## config.mk

```make
export PLATFORM = sky130hd
export DESIGN_NAME = debounce_bank
export DESIGN_NICKNAME = d
export VERILOG_FILES = /design/src/rtl/debounce_pkg.sv /design/src/rtl/debounce_channel.sv /design/src/rtl/debounce_bank.sv
export SDC_FILE = /design/constraint.sdc
export NUM_CORES = 1
export LEC_CHECK = 0
export CAP_MARGIN = 15
export CORE_ASPECT_RATIO = 1.25
export CORE_MARGIN = 2
export CORE_UTILIZATION = 50
export DETAILED_ROUTE_END_ITERATION = 6
export PLACE_DENSITY = 0.73
export SYNTH_ARGS = -nofsm -noshare
export SYNTH_HDL_FRONTEND = slang
export SYNTH_SLANG_ARGS = --single-unit
```

## constraint.sdc

```tcl
create_clock -name Clk -period 5.1 [get_ports Clk]
set_clock_uncertainty 0.2 [all_clocks]
set_input_delay 1.02 -clock Clk [delete_from_list [all_inputs] [get_ports Clk]]
set_output_delay 1.02 -clock Clk [all_outputs]
set_load 0.01 [all_outputs]
```

## src/rtl/debounce_pkg.sv

```systemverilog
// debounce_pkg
//   Shared definitions for the debounce bank: per-channel FSM state
//   encoding and width helpers for the tick counter and the prescaler.
package debounce_pkg;

  typedef enum logic [1:0] {
    ST_LOW       = 2'd0,
    ST_WAIT_HIGH = 2'd1,
    ST_HIGH      = 2'd2,
    ST_WAIT_LOW  = 2'd3
  } ch_state_e;

  // Bits needed to hold 0..hold_ticks in the per-channel counter.
  function automatic int unsigned tick_cnt_width(input int unsigned hold_ticks);
    return (hold_ticks < 1) ? 1 : $clog2(hold_ticks + 1);
  endfunction

  // Bits needed to count 0..div-1 in the shared prescaler.
  function automatic int unsigned prescale_width(input int unsigned div);
    return (div < 2) ? 1 : $clog2(div);
  endfunction

endpackage

```

## src/rtl/debounce_channel.sv

```systemverilog
// debounce_channel
//   One button channel: optional inversion, 2-flop synchroniser, and a
//   four-state qualify FSM that accepts a level change only after the
//   synchronised input has held the new level for HOLD_TICKS ticks.
// Ports:
//   clk, rst    system clock, asynchronous active-high reset
//   tick        one-cycle enable from the shared prescaler
//   raw         asynchronous raw button level
//   level       registered debounced level
//   rise, fall  one-cycle pulses aligned with the first cycle of a new level
module debounce_channel
  import debounce_pkg::*;
#(
  parameter int unsigned HOLD_TICKS = 300,
  parameter bit          ACTIVE_LOW = 1'b0
) (
  input  logic clk,
  input  logic rst,
  input  logic tick,
  input  logic raw,
  output logic level,
  output logic rise,
  output logic fall
);

  localparam int unsigned    CW       = tick_cnt_width(HOLD_TICKS);
  localparam logic [CW-1:0]  HOLD_MAX = CW'(HOLD_TICKS);

  logic            sync1_q, sync1_d;
  logic            sync2_q, sync2_d;
  ch_state_e       state_q, state_d;
  logic [CW-1:0]   cnt_q, cnt_d;
  logic [CW-1:0]   cnt_inc;
  logic            level_q, level_d;
  logic            rise_q, rise_d;
  logic            fall_q, fall_d;

  always_comb begin
    sync1_d = raw ^ ACTIVE_LOW;
    sync2_d = sync1_q;
    state_d = state_q;
    cnt_d   = cnt_q;
    cnt_inc = cnt_q + CW'(1);

    // A reversal of the synchronised input is tested before the tick, so it
    // wins even on the cycle that would otherwise complete the count.
    unique case (state_q)
      ST_LOW: begin
        if (sync2_q) begin
          state_d = ST_WAIT_HIGH;
          cnt_d   = '0;
        end
      end
      ST_WAIT_HIGH: begin
        if (!sync2_q) begin
          state_d = ST_LOW;
          cnt_d   = '0;
        end else if (tick) begin
          if (cnt_inc == HOLD_MAX) begin
            state_d = ST_HIGH;
            cnt_d   = '0;
          end else begin
            cnt_d = cnt_inc;
          end
        end
      end
      ST_HIGH: begin
        if (!sync2_q) begin
          state_d = ST_WAIT_LOW;
          cnt_d   = '0;
        end
      end
      ST_WAIT_LOW: begin
        if (sync2_q) begin
          state_d = ST_HIGH;
          cnt_d   = '0;
        end else if (tick) begin
          if (cnt_inc == HOLD_MAX) begin
            state_d = ST_LOW;
            cnt_d   = '0;
          end else begin
            cnt_d = cnt_inc;
          end
        end
      end
      default: begin
        state_d = ST_LOW;
        cnt_d   = '0;
      end
    endcase

    // Outputs are registered from the next state so that level and the
    // edge pulses change together on the accepting edge.
    level_d = (state_d == ST_HIGH) || (state_d == ST_WAIT_LOW);
    rise_d  = (state_q == ST_WAIT_HIGH) && (state_d == ST_HIGH);
    fall_d  = (state_q == ST_WAIT_LOW) && (state_d == ST_LOW);
  end

  always_ff @(posedge clk or posedge rst) begin
    if (rst) begin
      sync1_q <= 1'b0;
      sync2_q <= 1'b0;
      state_q <= ST_LOW;
      cnt_q   <= '0;
      level_q <= 1'b0;
      rise_q  <= 1'b0;
      fall_q  <= 1'b0;
    end else begin
      sync1_q <= sync1_d;
      sync2_q <= sync2_d;
      state_q <= state_d;
      cnt_q   <= cnt_d;
      level_q <= level_d;
      rise_q  <= rise_d;
      fall_q  <= fall_d;
    end
  end

  assign level = level_q;
  assign rise  = rise_q;
  assign fall  = fall_q;

endmodule

```

## src/rtl/debounce_bank.sv

```systemverilog
// debounce_bank
//   Bank of N_CH independent button debouncers sharing one tick prescaler.
// Ports:
//   Clk          system clock, rising edge
//   Reset        asynchronous active-high reset
//   boton_raw    raw asynchronous button levels, one bit per channel
//   boton_level  debounced level per channel
//   boton_rise   one-cycle pulse on an accepted 0->1 change
//   boton_fall   one-cycle pulse on an accepted 1->0 change
module debounce_bank
  import debounce_pkg::*;
#(
  parameter int unsigned N_CH       = 4,
  parameter int unsigned TICK_DIV   = 50000,
  parameter int unsigned HOLD_TICKS = 300,
  parameter bit          ACTIVE_LOW = 1'b0
) (
  input  logic            Clk,
  input  logic            Reset,
  input  logic [N_CH-1:0] boton_raw,
  output logic [N_CH-1:0] boton_level,
  output logic [N_CH-1:0] boton_rise,
  output logic [N_CH-1:0] boton_fall
);

  localparam int unsigned   PW       = prescale_width(TICK_DIV);
  localparam logic [PW-1:0] PRE_LAST = PW'(TICK_DIV - 1);

  logic [PW-1:0] pre_q, pre_d;
  logic          tick;

  always_comb begin
    tick  = (pre_q == PRE_LAST);
    pre_d = tick ? '0 : pre_q + PW'(1);
  end

  always_ff @(posedge Clk or posedge Reset) begin
    if (Reset) begin
      pre_q <= '0;
    end else begin
      pre_q <= pre_d;
    end
  end

  for (genvar g = 0; g < N_CH; g++) begin : g_ch
    debounce_channel #(
      .HOLD_TICKS (HOLD_TICKS),
      .ACTIVE_LOW (ACTIVE_LOW)
    ) u_ch (
      .clk   (Clk),
      .rst   (Reset),
      .tick  (tick),
      .raw   (boton_raw[g]),
      .level (boton_level[g]),
      .rise  (boton_rise[g]),
      .fall  (boton_fall[g])
    );
  end

endmodule

```

=== After elaboration in Yosys (flattened, before gate mapping) ===
Index checks and enable logic that the tools add are counted.

* Register bits after elaboration: 80
* Bits of input ports: 6
* Output and inout bits: 12
* Word-level logic and storage cells: 156

* Add/sub/neg operators: 5
* Eq/ne operators: 33
* Multiplexer cells: 65
* Reduce and logical (&&, ||, !) cells: 24

{| class="wikitable"
|+ Operators with widths
! operator !! count
|-
| $mux W9 || 24
|-
| $pmux W9 S4 || 4
|-
| $mux W2 || 32
|-
| $add A9 B1 Y9 const B || 4
|-
| $eq A9 B9 Y1 const B || 4
|-
| $eq A2 B2 Y1 const B || 16
|-
| $pmux W2 S4 || 4
|-
| $add A16 B1 Y16 const B || 1
|-
| $eq A16 B16 Y1 const B || 1
|-
| $logic_not A2 Y1 || 8
|-
| $mux W16 || 1
|-
| $eq A2 B1 Y1 const B || 4
|-
| $logic_and A1 B1 Y1 || 8
|-
| $ne A2 B1 Y1 const B || 4
|-
| $ne A2 B2 Y1 const B || 4
|-
| $reduce_and A2 Y1 || 4
|-
| $logic_or A1 B1 Y1 || 4
|}

=== Logic depth before layout (Yosys ltp) ===
Gate-level depths: netlist of run 1.

* Word-level depth: 8
* Gate-level depth with buffers: 8
* Gate-level depth less buffers: 6

=== By module ===
Synthesis of run 1 repeated with hierarchy kept, for this count alone.

* Cells, all modules: 391
* Area, all modules: 4045.1 sq um

{| class="wikitable"
|+ By module, submodules not included
! module !! times used !! cells each !! area an instance (sq um) !! sequential area each (sq um)
|-
| debounce_channel at g_ch[0].u_ch ... || 3 || 81 || 813.3 || 375.4
|-
| debounce_channel at g_ch[3].u_ch || 1 || 80 || 848.3 || 400.4
|-
| debounce_bank || 1 || 68 || 757.0 || 400.4
|}

=== Least setup slack after synthesis of run 1 ===
OpenSTA, ideal clock, no wires.

* Path type: flip-flop to flip-flop
* From: register g_ch[0].u_ch.cnt_q[2]
* To: register g_ch[0].u_ch.level_q
* Library setup time: 125 ps
* Arrival: 2042 ps
* Required time: 4775 ps
* Setup slack: 2733 ps
* Stages on the path, launching flop included: 7
* Buffers on the path: 1
* Period minus slack after synthesis: 2367 ps
* Cell sequence: dfrtp_1 nand3_1 nor3_1 mux2_4 or4_4 buf_6 mux2_4

* Cells in the longest elaborated chain, start to end: 8
* Elaborated cells between the ends (all ways): 12
* Those cells by class: add/sub (1); eq/ne (3); mux (7); reduce/logical (1)

{| class="wikitable"
|+ RTL lines
! what !! line !! text
|-
| from (decl) || debounce_channel.sv:32 || <nowiki>logic [CW-1:0] cnt_q, cnt_d;</nowiki>
|-
| from (signal assigned) || debounce_channel.sv:112 || <nowiki>cnt_q <= cnt_d;</nowiki>
|-
| $add A9 B1 Y9 * || debounce_channel.sv:43 || <nowiki>cnt_inc = cnt_q + CW'(1);</nowiki>
|-
| $eq A9 B9 Y1 * || debounce_channel.sv:59, debounce_channel.sv:78 ||
|-
| $mux W2, on equally long branches || debounce_channel.sv:78, debounce_channel.sv:59 ||
|-
| $mux W2, on equally long branches || debounce_channel.sv:77, debounce_channel.sv:58 ||
|-
| $mux W2, on equally long branches || debounce_channel.sv:74, debounce_channel.sv:55 ||
|-
| $pmux W2 S4 * || debounce_channel.sv:47 || <nowiki>unique case (state_q)</nowiki>
|-
| $eq A2 B2 Y1 || debounce_channel.sv:94 || <nowiki>level_d = (state_d == ST_HIGH) || (state_d == ST_WAIT_LOW);</nowiki>
|-
| $logic_or A1 B1 Y1 * || debounce_channel.sv:94 ||
|-
| named net g_ch[0].u_ch.level_d || debounce_channel.sv:34 || <nowiki>logic level_q, level_d;</nowiki>
|-
| to (signal assigned) || debounce_channel.sv:113 || <nowiki>level_q <= level_d;</nowiki>
|-
| to (decl) || debounce_channel.sv:34 ||
|}

The timed path passes the listed nets; every way through them passes the cells marked *.
A chain may end at the register's enable or synchronous reset.

=== Worst setup path after layout of run 1 ===
* From: register g_ch[3].u_ch.cnt_q[0]
* To: register g_ch[3].u_ch.cnt_q[1]

* Cells in the longest elaborated chain, start to end: 6
* Elaborated cells between the ends (all ways): 7
* Those cells by class: add/sub (1); eq/ne (1); mux (5)

{| class="wikitable"
|+ RTL lines
! what !! line !! text
|-
| from (decl) || debounce_channel.sv:32 ||
|-
| from (signal assigned) || debounce_channel.sv:112 ||
|-
| $add A9 B1 Y9 * || debounce_channel.sv:43 ||
|-
| $eq A9 B9 Y1 || debounce_channel.sv:59, debounce_channel.sv:78 ||
|-
| $mux W9 * || debounce_channel.sv:59, debounce_channel.sv:78 ||
|-
| $mux W9 * || debounce_channel.sv:77 || <nowiki>end else if (tick) begin</nowiki>
|-
| $mux W9, on equally long branches || debounce_channel.sv:74, debounce_channel.sv:55 ||
|-
| $pmux W9 S4 * || debounce_channel.sv:47 ||
|}

Mark *: on every way between the ends. The rest lies on a longest branch, timed or not.

==> results of run 1 <==
==> per-stage QoR <==
step	hold WS [ns]	area (µm²)
final	0.153	4460
after detailed placement	0.136	4240
after CTS	0.153	4440
after global routing	0.164	4460
after floorplan	0.131	4080
after global placement	0.133	4240
==> sequential cells by signal, indices dropped and copies added (netlist names) <==
signal,cells
g_ch.u_ch.cnt_q,36
pre_q,16
g_ch.u_ch.level,4
g_ch.u_ch.state_q,8
g_ch.u_ch.fall,4
g_ch.u_ch.sync1_q,4
g_ch.u_ch.rise,4
g_ch.u_ch.sync2_q,4
==> cell usage after synthesis (2+ instances only) <==
cell                         n
sky130_fd_sc_hd__and2_1      4
sky130_fd_sc_hd__nor2_1     30
sky130_fd_sc_hd__a21o_1      2
sky130_fd_sc_hd__a21oi_1    13
sky130_fd_sc_hd__a32o_1      2
sky130_fd_sc_hd__o21ai_0    30
sky130_fd_sc_hd__dfrtp_1    80
sky130_fd_sc_hd__mux2_2      8
sky130_fd_sc_hd__o31ai_1     7
sky130_fd_sc_hd__nand2b_1    3
sky130_fd_sc_hd__buf_4      12
sky130_fd_sc_hd__inv_1       9
sky130_fd_sc_hd__nor3b_1     8
sky130_fd_sc_hd__a22o_1      2
sky130_fd_sc_hd__and3_1      8
sky130_fd_sc_hd__or2_2       4
sky130_fd_sc_hd__nor4b_1     2
sky130_fd_sc_hd__nor4_1      7
sky130_fd_sc_hd__o2bb2ai_1   2
sky130_fd_sc_hd__xor2_1     17
sky130_fd_sc_hd__or3_1       3
sky130_fd_sc_hd__or4b_1      2
sky130_fd_sc_hd__nand2_1    43
sky130_fd_sc_hd__xnor2_1     5
sky130_fd_sc_hd__o22ai_1     4
sky130_fd_sc_hd__a31oi_1     5
sky130_fd_sc_hd__buf_2       3
sky130_fd_sc_hd__o41ai_1     3
sky130_fd_sc_hd__or4_4       2
sky130_fd_sc_hd__nor3_1      7
sky130_fd_sc_hd__mux2_4      3
sky130_fd_sc_hd__o211ai_1    3
sky130_fd_sc_hd__and4bb_2    2
sky130_fd_sc_hd__nand3_1    22
sky130_fd_sc_hd__a22oi_1     2
sky130_fd_sc_hd__ha_1        5
sky130_fd_sc_hd__a2111oi_0   2
sky130_fd_sc_hd__and4_1      3
sky130_fd_sc_hd__a41oi_1     3
sky130_fd_sc_hd__clkbuf_1    9
sky130_fd_sc_hd__nand4_1    13
==> power groups by stage <==
stage                     sequential, mW  clock, mW  combinational [mW]
after floorplan                    0.654          0              0.0277
after global placement             0.655          0              0.0382
after detailed placement           0.656          0              0.0395
after CTS                          0.643      0.496              0.0397
after global routing               0.644      0.525              0.0471
final                              0.643      0.481              0.0407
==> metal layers <==
metal	GRT usage (%)	vias to the layer above	routed length [µm]
met5	0	-	0
met4	8.28	0	152
met3	4.90	11	243
met2	30.8	46	3980
met1	23.0	1523	3400
li1	-	1502	-
==> worst min-delay path by stage <==
stage,from,slack (ns),depth (start not counted),to
2_1_floorplan,g_ch[0].u_ch.sync1_q$_DFF_PP0_,0.13,0,g_ch[0].u_ch.sync2_q$_DFF_PP0_
3_3_place_gp,g_ch[3].u_ch.sync1_q$_DFF_PP0_,0.13,0,g_ch[3].u_ch.sync2_q$_DFF_PP0_
3_5_place_dp,g_ch[2].u_ch.sync1_q$_DFF_PP0_,0.14,0,g_ch[2].u_ch.sync2_q$_DFF_PP0_
4_1_cts,g_ch[2].u_ch.sync1_q$_DFF_PP0_,0.15,0,g_ch[2].u_ch.sync2_q$_DFF_PP0_
5_1_grt,g_ch[0].u_ch.sync1_q$_DFF_PP0_,0.16,0,g_ch[0].u_ch.sync2_q$_DFF_PP0_
6_report,g_ch[2].u_ch.sync1_q$_DFF_PP0_,0.15,0,g_ch[2].u_ch.sync2_q$_DFF_PP0_
==> final cells by class <==
type,count,area share [%]
clock inverter,3,0.897
timing repair buffer,21,4.77
tap,95,2.66
inverter,9,0.785
sequential,80,44.9
clock buffer,12,3.70
multi-input combinational,296,42.3
==> cell families after synthesis <==
group | count (synthesis)
buffers and inverters | 35
adders and majority gates | 5
and+or+nand+nor | 170
AOI/OAI and AO/OA | 88
DFF | 80
xor gates and xnor gates | 22
muxes | 11
==> impl_results.rst, run 1 <==
.. list-table::
   :header-rows: 1

   * - Metric
     - Value
   * - Outcome
     - completed
   * - Mux contribution to synthesized area
     - 3.31%
   * - Overall die area
     - just under 9000 µm²
   * - Internal Dissipation
     - 913 µW
   * - Dominant cells by area after synthesis
     - sky130_fd_sc_hd__dfrtp_1 (49%), sky130_fd_sc_hd__nand2_1 (4.0%), sky130_fd_sc_hd__o21ai_0 (3.7%)
   * - Number of antenna violations at the first check in global routing
     - 0
   * - I/O pin total
     - 18
   * - Core Box Area
     - between 7000 and 8000 µm²
   * - Post-CTS Setup Repair Bufs
     - 0
   * - Post-synthesis xor/xnor area fraction
     - 4.72%
   * - Number of cells traversed by the worst register-to-register path
     - 6
   * - Relative contribution of combinational cells to total power
     - 3.5%
   * - Remaining number of nets flagged by the antenna check after routing
     - 0
   * - RSZ-0062 raised after global routing
     - no
   * - Clk network pwr share
     - between 40% and 50%
   * - Critical path endpoint category
     - flop
   * - Number of global-route vias before repair
     - 3,035
   * - Number of slew-limit violations in the final report
     - 0
   * - Post-route DRC
     - 0
   * - Leakage
     - 1.87 nW
   * - Post-DR wirelength/cell
     - 15.1 µm
   * - CTS sink count
     - 80
   * - Smallest setup slack after layout
     - 2.56 ns
   * - Final net count
     - ~430
   * - Top library cells by usage in the layout, fill and taps aside
     - sky130_fd_sc_hd__dfrtp_1 (80), sky130_fd_sc_hd__nand2_1 (43), sky130_fd_sc_hd__nor2_1 (30), sky130_fd_sc_hd__o21ai_0 (30), sky130_fd_sc_hd__nand3_1 (22)
   * - Max Clk Rate
     - 393 MHz
   * - Total clock buffers created by CTS
     - 9
   * - Drt via density
     - 5.97
   * - Commonest non-fill, non-tap cell in the layout
     - sky130_fd_sc_hd__dfrtp_1
   * - Number of antenna repair diodes
     - 0
   * - Worst flop-to-flop path endpoint
     - g_ch[3].u_ch.cnt_q[1]$_DFFE_PP0P_
   * - Simple-gate area share of the yosys netlist
     - 22.6%
   * - Req. time, crit path
     - between 5 and 6 ns
   * - GR Overflow Total
     - 0
   * - Longest individual stage delay on the worst path
     - 0.60 ns
   * - First-pass GRT wire length
     - 13,500 µm
   * - Worst-case clock buffer depth
     - 2
   * - Post-layout total power
     - approximately 1.2 mW
   * - Share of the synthesized area in the top cell type
     - roughly half
   * - Clk slew on worst S/H paths
     - 0.07 ns
   * - Compound-cell area share of the yosys netlist
     - 14.1%
   * - First element of the critical path
     - g_ch[3].u_ch.cnt_q[0]$_DFFE_PP0P_
   * - Row cnt
     - 36
   * - Width of the die
     - about 85 µm
   * - Global-route usage over all layers
     - 18.7%
   * - FF-to-FF Start
     - g_ch[3].u_ch.cnt_q[0]$_DFFE_PP0P_
   * - Tightest Hold Check Type
     - flop to flop
   * - Mean post-synth cell area
     - around 9.9 µm²
   * - CTS H-tree lvls
     - 3
   * - Arrival time of the worst setup path
     - 2.54 ns
   * - Number of enable flip-flop cells after synthesis
     - 0
   * - Setup violation total in the final timing report
     - 0
   * - Final critical-path required period
     - about 2.5 ns
   * - Crit-path slowest cell
     - sky130_fd_sc_hd__o31ai_1
   * - Sw power
     - 252 µW
   * - Starting utilization of the core area
     - 52.1%
   * - Drt pass-1 iters
     - 5
   * - Latest clock arrival within the worst-skew pair
     - 0.35 ns
   * - Worst-case register-to-register setup slack
     - approximately 2.6 ns
   * - Post-placement setup slack
     - 2.40 ns
   * - Switching portion of total power
     - about 22%
   * - Syn Nets
     - 422
   * - Number of port buffers
     - 17
   * - Finished Layout Cells
     - around 520
   * - Endpoints failing hold
     - 0
   * - Number of filler cells placed in the layout
     - 691
   * - Number of design-rule violations left by the first detailed-router iteration
     - 119
   * - Largest family of logic cells by synthesized area
     - simple AND/OR/NAND/NOR gates
   * - Final-layout setup total negative slack
     - 0 ns
   * - Total of flip-flops plus latches after synthesis
     - 80
   * - Post-synthesis async set-or-reset flop share
     - 100%
   * - Share of synthesized cell area in full adder, half adder and majority cells
     - between 1.5 and 2%
   * - Cell taking the most area after synthesis
     - sky130_fd_sc_hd__dfrtp_1
   * - Yosys warns
     - 0
   * - Worst slew slack as a fraction of its limit
     - 54.3%
   * - Overall via count from detail_route
     - 3,082
   * - Path type of the worst setup path
     - flop to flop
   * - Sequential area share after synthesis
     - 49.1%
   * - Cells after synthesis
     - 411
   * - Floorplan die height
     - 105 µm
   * - Area of the mapped netlist
     - 4080 µm²
   * - Total wire length after detailed routing
     - a little under 8000 µm
   * - Period Utilization, post-route
     - 49.9%
   * - Total of max-cap violations
     - 0
   * - Sum of net half-perimeters after detailed placement
     - 5190 µm
   * - Transition time at the pin with the least slew margin
     - roughly 0.7 ns
   * - Buffer and inverter count on the worst path
     - 0
   * - Worst Path Max Fanout
     - 5
   * - Total of cells resized after clock tree synthesis
     - 0
   * - VDD IR-drop max
     - 0.198 mV
   * - Pwr dens
     - 261 nW/µm²
   * - Most used DFF post-synth
     - sky130_fd_sc_hd__dfrtp_1
   * - CTS Root Cell
     - sky130_fd_sc_hd__clkbuf_8
   * - RePlAce Congestion
     - 0.848
   * - Share of layout cells above drive strength 1
     - 10.5%
   * - Multi-input gate area
     - 1890 µm²
   * - Worst setup endpoint
     - g_ch[3].u_ch.cnt_q[1]$_DFFE_PP0P_
   * - Startpoint kind of the worst setup timing path
     - flop
   * - Cell chain of the critical path
     - ha_1 > nand2_1 > nor2_1 > mux2_2 > o31ai_1 > o21ai_0
   * - Pin count of the biggest net entering global routing
     - 60
   * - Final core utilization
     - about 57%
   * - Area taken by flip-flops and latches
     - 2000 µm²
   * - Library cells used by synthesis
     - just under 60
   * - Area added between synthesis and finish
     - 9.38%
   * - Total of hold buffers inserted after clock tree synthesis
     - 0
   * - Inst Count DP
     - 500
   * - CTS tree
     - built
   * - Dominant delay contributor by cell family on the critical path
     - compound AO/OA/AOI/OAI gates
   * - Part of the total power dissipated in sequential elements
     - 55.2%
   * - Logic depth of the worst setup path including buffers
     - 6
Power figures use the tool's default switching activity.
==> inputs of run 2 (changes only) <==
- PLACE_DENSITY: 0.73 -> 0.75
- clock period: 5.1 -> 2.2 ns (I/O delays scaled with it)
==> impl_results.rst, run 2 (same netlist as run 1, synthesis figures left out) <==
.. list-table::
   :header-rows: 1

   * - Metric
     - Value
   * - Clk network pwr share
     - 40.9% (was 41.3%)
   * - Share of layout cells above drive strength 1
     - 26.8% (was 10.5%)
   * - Final critical-path required period
     - 2.29 ns (was 2.54 ns)
   * - Number of antenna violations at the first check in global routing
     - 0 (unchanged)
   * - Most Frequent Cell on Critical Path
     - sky130_fd_sc_hd__mux2_4
   * - Core Box Area
     - 7840 µm² (unchanged)
   * - Endpoints failing hold
     - 0 (unchanged)
   * - Post-placement setup slack
     - -0.0521 ns (was 2.40 ns)
   * - CTS Root Cell
     - sky130_fd_sc_hd__clkbuf_8 (unchanged)
   * - CTS tree
     - built (unchanged)
   * - Path type of the worst setup path
     - flop to flop (unchanged)
   * - Registers with the most flip-flops
     - g_ch.u_ch.cnt_q (36), pre_q (16), g_ch.u_ch.state_q (8) (unchanged)
   * - Number of port buffers
     - 17 (unchanged)
   * - Largest register by flop count
     - g_ch.u_ch.cnt_q (unchanged)
   * - Sum of net half-perimeters after detailed placement
     - 5940 µm (was 5190 µm)
   * - Pwr dens
     - 527 nW/µm² (was 261 nW/µm²)
   * - Total wire length after detailed routing
     - 8860 µm (was 7770 µm)
   * - VDD IR-drop max
     - 0.456 mV (was 0.198 mV)
   * - CTS H-tree lvls
     - 3 (unchanged)
   * - Overall via count from detail_route
     - 3,435 (was 3,082)
   * - Total clock buffers created by CTS
     - 9 (unchanged)
   * - Drt pass-1 iters
     - 5 (unchanged)
   * - Largest register FFs
     - 36 (unchanged)
   * - Number of design-rule violations left by the first detailed-router iteration
     - 234 (was 119)
   * - Number of global-route vias before repair
     - 3,310 (was 3,035)
   * - Latest clock arrival within the worst-skew pair
     - 0.36 ns (was 0.35 ns)
   * - Pin count of the biggest net entering global routing
     - 36 (was 60)
   * - I/O pin total
     - 18 (unchanged)
   * - Worst-case clock buffer depth
     - 2 (unchanged)
   * - Cell chain of the critical path
     - ha_2 > a21boi_1 > o21ai_1 > mux2_4 > or4_4 > mux2_4 (was ha_1 > nand2_1 > nor2_1 > mux2_2 > o31ai_1 > o21ai_0)
   * - Internal Dissipation
     - 2.10 mW (was 913 µW)
   * - Leakage
     - 2.23 nW (was 1.87 nW)
   * - Sw power
     - 600 µW (was 252 µW)
   * - Clk slew on worst S/H paths
     - 0.08 ns (was 0.07 ns)
   * - Commonest non-fill, non-tap cell in the layout
     - sky130_fd_sc_hd__dfrtp_1 (unchanged)
   * - Worst slew slack as a fraction of its limit
     - 65.2% (was 54.3%)
   * - Setup violation total in the final timing report
     - 2 (was 0)
   * - Floorplan die height
     - 105 µm (unchanged)
   * - Total of hold buffers inserted after clock tree synthesis
     - 0 (unchanged)
   * - Transition time at the pin with the least slew margin
     - 0.520 ns (was 0.680 ns)
   * - Period Utilization, post-route
     - 104% (was 49.9%)
   * - Starting utilization of the core area
     - 52.1% (unchanged)
   * - Final net count
     - 491 (was 428)
   * - Global-route usage over all layers
     - 20.6% (was 18.7%)
   * - Number of filler cells placed in the layout
     - 628 (was 691)
   * - Number of antenna repair diodes
     - 0 (unchanged)
   * - Arrival time of the worst setup path
     - 2.34 ns (was 2.54 ns)
   * - Critical path endpoint category
     - flop (unchanged)
   * - Tightest Hold Check Type
     - flop to flop (unchanged)
   * - Row cnt
     - 36 (unchanged)
   * - Remaining number of nets flagged by the antenna check after routing
     - 0 (unchanged)
   * - Outcome
     - finished with violations (was completed)
   * - Longest individual stage delay on the worst path
     - 0.53 ns (was 0.60 ns)
   * - Top library cells by usage in the layout, fill and taps aside
     - sky130_fd_sc_hd__dfrtp_1 (80), sky130_fd_sc_hd__buf_4 (64), sky130_fd_sc_hd__nand2_1 (41), sky130_fd_sc_hd__nor2_1 (29), sky130_fd_sc_hd__o21ai_0 (27) (was sky130_fd_sc_hd__dfrtp_1 (80), sky130_fd_sc_hd__nand2_1 (43), sky130_fd_sc_hd__nor2_1 (30), sky130_fd_sc_hd__o21ai_0 (30), sky130_fd_sc_hd__nand3_1 (22))
   * - Violated checks
     - negative setup slack
   * - First-pass GRT wire length
     - 14,900 µm (was 13,500 µm)
   * - Smallest setup slack after layout
     - -0.0928 ns (was 2.56 ns)
   * - Overall die area
     - 8900 µm² (unchanged)
   * - Post-route DRC
     - 0 (unchanged)
   * - Startpoint kind of the worst setup timing path
     - flop (unchanged)
   * - RePlAce Congestion
     - 0.934 (was 0.848)
   * - Worst Path Max Fanout
     - 5 (unchanged)
   * - Req. time, crit path
     - 2.24 ns (was 5.10 ns)
   * - Relative contribution of combinational cells to total power
     - 3.8% (was 3.5%)
   * - RSZ-0062 raised after global routing
     - yes (was no)
   * - CTS sink count
     - 80 (unchanged)
   * - Crit-path slowest cell
     - sky130_fd_sc_hd__or4_4 (was sky130_fd_sc_hd__o31ai_1)
   * - Total of max-cap violations
     - 0 (unchanged)
   * - Worst-case register-to-register setup slack
     - -0.09 ns (was 2.56 ns)
   * - Post-DR wirelength/cell
     - 15.3 µm (was 15.1 µm)
   * - Post-layout total power
     - 2.70 mW (was 1.17 mW)
   * - Part of the total power dissipated in sequential elements
     - 55.3% (was 55.2%)
   * - Drt via density
     - 5.92 (was 5.97)
   * - Max Clk Rate
     - 436 MHz (was 393 MHz)
   * - Width of the die
     - 84.8 µm (unchanged)
   * - Number of slew-limit violations in the final report
     - 0 (unchanged)
   * - GR Overflow Total
     - 0 (unchanged)
   * - Area added between synthesis and finish
     - 25.4% (was 9.38%)
   * - Switching portion of total power
     - 22.2% (was 21.6%)
==> run 2: cell types whose count changed in the layout (fill, tap and decap cells not counted), sizes merged <==
cell,change
buf,+63
clkbuf,+1
clkinv,-1
clkinvlp,+1
==> run 2: per-stage QoR <==
stage	utilization, %	setup TNS [ns]	area (µm²)	std cells	hold slack (ns)
floorplan	-	-0.118	4090	411	0.131
detailed placement	59.9	-0.196	4700	555	0.141
finish	65.3	-0.180	5120	580	0.147
global route	65.3	-0.749	5120	580	0.162
global placement	59.9	-0.00761	4700	555	0.133
CTS	63.0	-0.127	4930	572	0.155
==> run 2: power by group through the flow <==
stage	registers, mW	clock network, mW	logic (mW)
after floorplan	1.52	0	0.0647
after global placement	1.52	0	0.0996
after detailed placement	1.52	0	0.101
after CTS	1.49	1.12	0.102
after global routing	1.49	1.19	0.118
final	1.49	1.10	0.103
==> run 2: timing repair <==
item                       in CTS  in global routing
gates resized for setup         6                 30
setup endpoints to repair       7                 40
pin swaps                       2                 12
setup buffers                   1                  8
==> run 2: critical path: cells and delay by family, from the launching register on <==
family,cells,cell delay (ns)
multiplexers,2,0.59
AND/OR/NAND/NOR,1,0.53
flip-flops,1,0.43
AO/OA/AOI/OAI,2,0.22
adder cells (fa/ha/maj),1,0.22
==> run 2: path summary, 6_finish.rpt <==
kind,from,to,depth (start not counted)
min,g_ch[1].u_ch.sync1_q$_DFF_PP0_,g_ch[1].u_ch.sync2_q$_DFF_PP0_,0
max reg2reg,g_ch[0].u_ch.cnt_q[0]$_DFFE_PP0P_,g_ch[0].u_ch.level$_DFF_PP0_,6
min in group asynchronous,Reset,g_ch[0].u_ch.state_q[0]$_DFF_PP0_,2
max,g_ch[0].u_ch.cnt_q[0]$_DFFE_PP0P_,g_ch[0].u_ch.level$_DFF_PP0_,6
min reg2reg,g_ch[1].u_ch.sync1_q$_DFF_PP0_,g_ch[1].u_ch.sync2_q$_DFF_PP0_,0
max in group asynchronous,Reset,g_ch[3].u_ch.cnt_q[5]$_DFFE_PP0P_,3
==> run 2: area by class of cell <==
class,instances,area [µm²],area share (%)
multi-input cells,296,2050,40.0
flip-flops and latches,80,2000,39.1
repair buffers,84,711,13.9
clock buffers,13,159,3.11
well taps,95,119,2.32
clock inverters,3,40.0,0.782
inverters,9,37.5,0.733
==> run 2: metal layers <==
layer	share of wire, %	track usage (%)
met1	43	26.3
met2	51	33.9
met3	3.7	4.11
met4	2.3	8.73
met5	0	0
